--- src/rtl/multiplier_pipelined_hs.sv ---
// Two-stage pipelined WIDTH x WIDTH multiplier with valid/ready handshakes on both sides.
// Optional signed mode is enabled by defining MULT_SIGNED_EN (adds the is_signed port).
module multiplier_pipelined_hs #(
  parameter int unsigned WIDTH = 32
) (
  input  logic                 clk,
  input  logic                 reset,
  input  logic                 in_valid,
  output logic                 in_ready,
  input  logic [WIDTH-1:0]     a,
  input  logic [WIDTH-1:0]     b,
`ifdef MULT_SIGNED_EN
  input  logic                 is_signed,
`endif
  output logic                 out_valid,
  input  logic                 out_ready,
  output logic [2*WIDTH-1:0]   r
);

  localparam int unsigned HALF = WIDTH / 2;
  localparam int unsigned PW   = 2 * WIDTH;

  if ((WIDTH < 4) || ((WIDTH % 2) != 0)) begin : g_width_check
    $error("multiplier_pipelined_hs: WIDTH must be even and >= 4");
  end

  logic             r_s1_valid;
  logic             r_s1_neg;
  logic [WIDTH-1:0] r_pp_ll;
  logic [WIDTH-1:0] r_pp_hl;
  logic [WIDTH-1:0] r_pp_lh;
  logic [WIDTH-1:0] r_pp_hh;
  logic             r_out_valid;
  logic [PW-1:0]    r_prod;

  logic             w_s2_adv;
  logic             w_s1_adv;
  logic [WIDTH-1:0] w_a_mag;
  logic [WIDTH-1:0] w_b_mag;
  logic             w_neg;
  logic [HALF-1:0]  w_a_lo;
  logic [HALF-1:0]  w_a_hi;
  logic [HALF-1:0]  w_b_lo;
  logic [HALF-1:0]  w_b_hi;
  logic [PW-1:0]    w_sum;
  logic [PW-1:0]    w_res;

  assign w_s2_adv = !r_out_valid || out_ready;
  assign w_s1_adv = !r_s1_valid || w_s2_adv;
  assign in_ready = w_s1_adv;

  // Operand magnitudes; -2^(WIDTH-1) negates to itself, which is the correct unsigned magnitude.
`ifdef MULT_SIGNED_EN
  assign w_a_mag = (is_signed && a[WIDTH-1]) ? (~a + WIDTH'(1)) : a;
  assign w_b_mag = (is_signed && b[WIDTH-1]) ? (~b + WIDTH'(1)) : b;
  assign w_neg   = is_signed && (a[WIDTH-1] ^ b[WIDTH-1]);
`else
  assign w_a_mag = a;
  assign w_b_mag = b;
  assign w_neg   = 1'b0;
`endif

  assign w_a_lo = w_a_mag[HALF-1:0];
  assign w_a_hi = w_a_mag[WIDTH-1:HALF];
  assign w_b_lo = w_b_mag[HALF-1:0];
  assign w_b_hi = w_b_mag[WIDTH-1:HALF];

  assign w_sum = (PW'(r_pp_hh) << WIDTH)
               + PW'(r_pp_ll)
               + (PW'(r_pp_hl) << HALF)
               + (PW'(r_pp_lh) << HALF);
  assign w_res = r_s1_neg ? (~w_sum + PW'(1)) : w_sum;

  // Stage 1 holds partial products; stage 2 holds the summed result.
  always_ff @(posedge clk) begin
    if (reset) begin
      r_s1_valid  <= 1'b0;
      r_s1_neg    <= 1'b0;
      r_pp_ll     <= '0;
      r_pp_hl     <= '0;
      r_pp_lh     <= '0;
      r_pp_hh     <= '0;
      r_out_valid <= 1'b0;
      r_prod      <= '0;
    end else begin
      if (w_s1_adv) begin
        r_s1_valid <= in_valid;
        if (in_valid) begin
          r_pp_ll  <= WIDTH'(w_a_lo) * WIDTH'(w_b_lo);
          r_pp_hl  <= WIDTH'(w_a_hi) * WIDTH'(w_b_lo);
          r_pp_lh  <= WIDTH'(w_a_lo) * WIDTH'(w_b_hi);
          r_pp_hh  <= WIDTH'(w_a_hi) * WIDTH'(w_b_hi);
          r_s1_neg <= w_neg;
        end
      end
      if (w_s2_adv) begin
        r_out_valid <= r_s1_valid;
        if (r_s1_valid) begin
          r_prod <= w_res;
        end
      end
    end
  end

  assign out_valid = r_out_valid;
  assign r         = r_prod;

endmodule

--- config.mk ---
export PLATFORM = sky130hd
export DESIGN_NAME = multiplier_pipelined_hs
export DESIGN_NICKNAME = d
export VERILOG_FILES = /design/src/rtl/multiplier_pipelined_hs.sv
export SDC_FILE = /design/constraint.sdc
export NUM_CORES = 2
export LEC_CHECK = 0
export CELL_PAD_IN_SITES_DETAIL_PLACEMENT = 1
export CELL_PAD_IN_SITES_GLOBAL_PLACEMENT = 1
export CORE_MARGIN = 4
export CORE_UTILIZATION = 50
export CTS_BUF_LIST = sky130_fd_sc_hd__clkbuf_16
export CTS_CLUSTER_DIAMETER = 120
export DETAILED_ROUTE_END_ITERATION = 10
export GPL_TIMING_DRIVEN = 0
export HOLD_SLACK_MARGIN = 0.1
export MAX_ROUTING_LAYER = met4
export PLACE_DENSITY = 0.84
export RECOVER_POWER = 100
export SLEW_MARGIN = 40
export SYNTH_ARGS = -nofsm -noshare
export SYNTH_HDL_FRONTEND = slang
export SYNTH_SLANG_ARGS = --single-unit
--- constraint.sdc ---
create_clock -name clk -period 8 [get_ports clk]
set_input_delay 1.6 -clock clk [delete_from_list [all_inputs] [get_ports clk]]
set_output_delay 1.6 -clock clk [all_outputs]
set_load 0.1 [all_outputs]
==> report_table.html <==
<table>
<tr><th>Metric</th><th>Value</th></tr>
<tr><th colspan="2">Worst setup path</th></tr>
<tr><td>Arrival @ worst endpoint</td><td>8.37 ns</td></tr>
<tr><td>Startpoint type of the worst setup path</td><td>input pin</td></tr>
<tr><td>Cell-by-cell trace of the critical path</td><td>dlygate4sd2_1 -&gt; clkbuf_4 -&gt; and2_1 -&gt; fa_1 -&gt; inv_1 -&gt; fa_1 -&gt; fa_1 -&gt; inv_1 -&gt; fa_1 -&gt; fa_1 -&gt; inv_1 -&gt; fa_1 -&gt; inv_1 -&gt; ha_1 -&gt; a21o_1 -&gt; a21o_1 -&gt; a21oi_1 -&gt; o21ai_0 -&gt; nor3_2 -&gt; o21ai_1 -&gt; xnor2_1 -&gt; o21ai_0</td></tr>
<tr><td>Critical path fanouts, max</td><td>11</td></tr>
<tr><td>Setup crit end kind</td><td>flop</td></tr>
<tr><td>Worst EP required</td><td>8.32 ns</td></tr>
<tr><td>Dominant delay contributor by cell family on the critical path</td><td>adder cells</td></tr>
<tr><td>Number of buffers and inverters on the critical path</td><td>6</td></tr>
<tr><td>Max stage delay cell, worst path</td><td>sky130_fd_sc_hd__fa_1</td></tr>
<tr><td>Cell seen most often among critical-path stages</td><td>sky130_fd_sc_hd__fa_1</td></tr>
<tr><td>Maximum single-stage delay on the critical path</td><td>0.52 ns</td></tr>
<tr><td>Crit path kind</td><td>input pin to flop</td></tr>
<tr><th colspan="2">Yosys</th></tr>
<tr><td>Post-synthesis area per instance</td><td>8.52 um2</td></tr>
<tr><td>Leading post-synthesis cells by cell area</td><td>sky130_fd_sc_hd__fa_1 (37%), sky130_fd_sc_hd__ha_1 (13%), sky130_fd_sc_hd__dfxtp_1 (9.0%), sky130_fd_sc_hd__inv_1 (7.9%), sky130_fd_sc_hd__nand2_1 (7.6%)</td></tr>
<tr><td>Distinct cell type count after synthesis</td><td>83</td></tr>
<tr><td>Library cell with the largest summed area after synthesis</td><td>sky130_fd_sc_hd__fa_1</td></tr>
<tr><td>Post-synth design cell area</td><td>0.0433 mm2</td></tr>
<tr><td>Number of flops mapped to enable cells by yosys</td><td>0</td></tr>
<tr><td>Post-synth top area share</td><td>37.4%</td></tr>
<tr><td>Share of the yosys chip area belonging to registers</td><td>8.96%</td></tr>
<tr><td>Total nets after synthesis</td><td>6,410</td></tr>
<tr><td>Cells after Synth</td><td>5,085</td></tr>
<tr><td>Synth Warn #</td><td>0</td></tr>
<tr><td>Most frequent cell after synthesis</td><td>sky130_fd_sc_hd__inv_1</td></tr>
<tr><td>Most used DFF post-synth</td><td>sky130_fd_sc_hd__dfxtp_1</td></tr>
<tr><td>Top cell types by occurrence after synthesis</td><td>sky130_fd_sc_hd__inv_1 (918), sky130_fd_sc_hd__nand2_1 (880), sky130_fd_sc_hd__fa_1 (809), sky130_fd_sc_hd__and2_1 (477), sky130_fd_sc_hd__ha_1 (448)</td></tr>
<tr><td>Post-synthesis sequential element count</td><td>194</td></tr>
<tr><td>Share of synthesized registers carrying an async set or reset</td><td>0%</td></tr>
<tr><th colspan="2">Clock tree</th></tr>
<tr><td>Insertion delay of the later-clocked pin in the worst-skew pair</td><td>0.48 ns</td></tr>
<tr><td>Cts bufs inserted</td><td>17</td></tr>
<tr><td>Buffer cell driving the clock tree root</td><td>sky130_fd_sc_hd__clkbuf_16</td></tr>
<tr><td>Clock Pin Slew Worst Setup and Hold Paths</td><td>0.08 ns</td></tr>
<tr><td>Clock Sinks</td><td>194</td></tr>
<tr><td>Maximum level of the CTS H-tree</td><td>4</td></tr>
<tr><td>Deepest clock path buffer count</td><td>2</td></tr>
<tr><td>CTS tree</td><td>built</td></tr>
<tr><th colspan="2">Finish</th></tr>
<tr><td>Number of nets in the layout</td><td>6,565</td></tr>
<tr><td>Share of final-layout standard cells stronger than drive strength 1</td><td>5.56%</td></tr>
<tr><td>Layout Area Growth over Synthesis</td><td>9.23%</td></tr>
<tr><th colspan="2">Global route</th></tr>
<tr><td>Overflow left after global routing</td><td>0</td></tr>
<tr><td>Overall Global Routing Usage</td><td>39.7%</td></tr>
<tr><td>Initial antenna violation count</td><td>22</td></tr>
<tr><td>Via count of the first global-routing pass</td><td>41,500</td></tr>
<tr><td>Maximum number of pins on one net before global-route repair</td><td>22</td></tr>
<tr><td>Wire length of the first global-routing pass</td><td>259,000 um</td></tr>
<tr><th colspan="2">Place</th></tr>
<tr><td># port buffers</td><td>133</td></tr>
<tr><td>Routability congestion estimate from global placement</td><td>1.03</td></tr>
<tr><td>Worst slack after detailed placement</td><td>-1.84 ns</td></tr>
<tr><td>HPWL Detailed</td><td>144,000 um</td></tr>
<tr><th colspan="2">Routing</th></tr>
<tr><td>Number of nets with antenna violations after routing</td><td>0</td></tr>
<tr><td>Number of design rule violations left after detail routing</td><td>0</td></tr>
<tr><td>Routed len/inst</td><td>27.3 um</td></tr>
<tr><td>Detailed-route via count</td><td>38,000</td></tr>
<tr><td>Routed wire length</td><td>175,000 um</td></tr>
<tr><td>Pre-Repair DR Iteration Count</td><td>6</td></tr>
<tr><td>DRT iter0 DRCs</td><td>3,339</td></tr>
<tr><td>Via count normalized by instance count</td><td>5.92</td></tr>
<tr><th colspan="2">Floorplanning</th></tr>
<tr><td>Die Height</td><td>302 um</td></tr>
<tr><td>Die Footprint</td><td>0.0915 mm2</td></tr>
<tr><td>Site Rows</td><td>107</td></tr>
<tr><td>Number of I/O pins</td><td>134</td></tr>
<tr><td>Starting utilization of the core area</td><td>50.7%</td></tr>
<tr><td>Core area</td><td>0.0855 mm2</td></tr>
<tr><td>Die outline width</td><td>302 um</td></tr>
<tr><th colspan="2">Worst hold path</th></tr>
<tr><td>Path type of the worst min-delay path</td><td>flop to flop</td></tr>
<tr><th colspan="2">STA</th></tr>
<tr><td>Minimum clock period after layout</td><td>8.05 ns</td></tr>
<tr><td>Headroom to the max-slew limit</td><td>19.7%</td></tr>
<tr><td>Post-route clock period utilization</td><td>101%</td></tr>
<tr><td>Clock tree skew after final layout</td><td>0.0283 ns</td></tr>
<tr><td>Final WS setup</td><td>-0.0523 ns</td></tr>
<tr><td>Max Slew Vio Count</td><td>0</td></tr>
<tr><td>Highest clock rate</td><td>124 MHz</td></tr>
<tr><td>Number of hold violations in the final report</td><td>0</td></tr>
<tr><td>Final setup fails</td><td>2</td></tr>
<tr><td>Measured slew at the worst slew-check pin</td><td>1.21 ns</td></tr>
<tr><th colspan="2">Run status</th></tr>
<tr><td>Violated checks</td><td>negative setup slack</td></tr>
<tr><td>Run status</td><td>finished, violations left</td></tr>
<tr><th colspan="2">Flow run</th></tr>
<tr><td>Max-cap violation count</td><td>0</td></tr>
</table>
area by class of cell:
cell class	count	area, um2
Antenna cell	26	65.1
Buffer	290	1850
Clock buffer	17	425
Clock inverter	15	183
Fill cell	10200	38200
Inverter	919	3450
Multi-Input combinational cell	3681	35100
Sequential cell	194	3880
Tap cell	1144	1430
Timing Repair Buffer	137	927
worst paths after layout:
kind / from / to / slack (ns) / cells after the start
max: b[22] / r_pp_lh[23] / -0.05 / 22
min: r[36] / r[36] / 0.45 / 2
max reg2reg: r_pp_ll[16] / r[61] / 3.92 / 14
min reg2reg: r[36] / r[36] / 0.45 / 2
kinds of logic (layout without fill, tap and decap cells):
logic type	count (synthesis)	in the layout	synth area share, %
AO/OA/AOI/OAI	647	647	9.52
XOR/XNOR	133	133	2.69
adder cells (fa/ha/maj)	1257	1257	50.3
buffers and inverters	1210	1378	10.5
flip-flops	194	194	8.96
multiplexers	2	2	0.0462
other	0	26	0
AND/OR/NAND/NOR	1642	1642	18.0
routing by layer:
metal	wire (um)	GRT usage, %	vias to the layer above
met2	77300	60.2	2097
li1	-	-	16000
met3	19800	11.3	631
met5	0	-	-
met4	13400	24.1	0
met1	64800	47.1	19300
flip-flops by register name (all words and copies together) (netlist names):
name	flops
r	64
r_pp_ll	32
r_pp_lh	32
r_pp_hl	32
r_pp_hh	32
r_s1_valid	1
out_valid	1
through the flow:
stage / area, um2 / hold WS, ns / TNS, ns / util, % / cells
after CTS: 47100 / 0.455 / -0.0207 / 55.1 / 6396
after floorplan: 43300 / 0.425 / 0 / - / 5085
after detailed placement: 45900 / 0.445 / -63.30 / 53.6 / 6363
after global placement: 46100 / 0.438 / -65.03 / 53.9 / 6362
final: 47300 / 0.452 / -0.0836 / 55.3 / 6423
after global routing: 47300 / 0.478 / -0.351 / 55.3 / 6413
worst min-delay path, delay by kind of cell, from the launching register on:
kind               cells  cell delay [ns]
DFF                    1             0.31
and+or+nand+nor        1             0.05
AOI/OAI and AO/OA      1             0.05
timing repair:
| item | in CTS | in global routing |
|---|---|---|
| hold buffers | 0 | 0 |
| pin swaps | 4 | 5 |
| endpoints found under the hold margin | 0 | 0 |
| gates resized for setup | 309 | 198 |
| buffers inserted | 2 | 1 |
| endpoints found under the setup margin | 62 | 49 |
cells in the final DEF (no fill, tap or decap), drive strengths merged, types with 98 or more instances in the layout:
cell    count
inv       926
nand2     880
fa        809
and2      478
ha        448
clkbuf    321
a21oi     258
dfxtp     194
a21o      109
o21ai     106
nor2       98
Power is left out: the tool's default activity adds up to more than one toggle a clock period on the data nets, which glitch-free logic cannot reach.
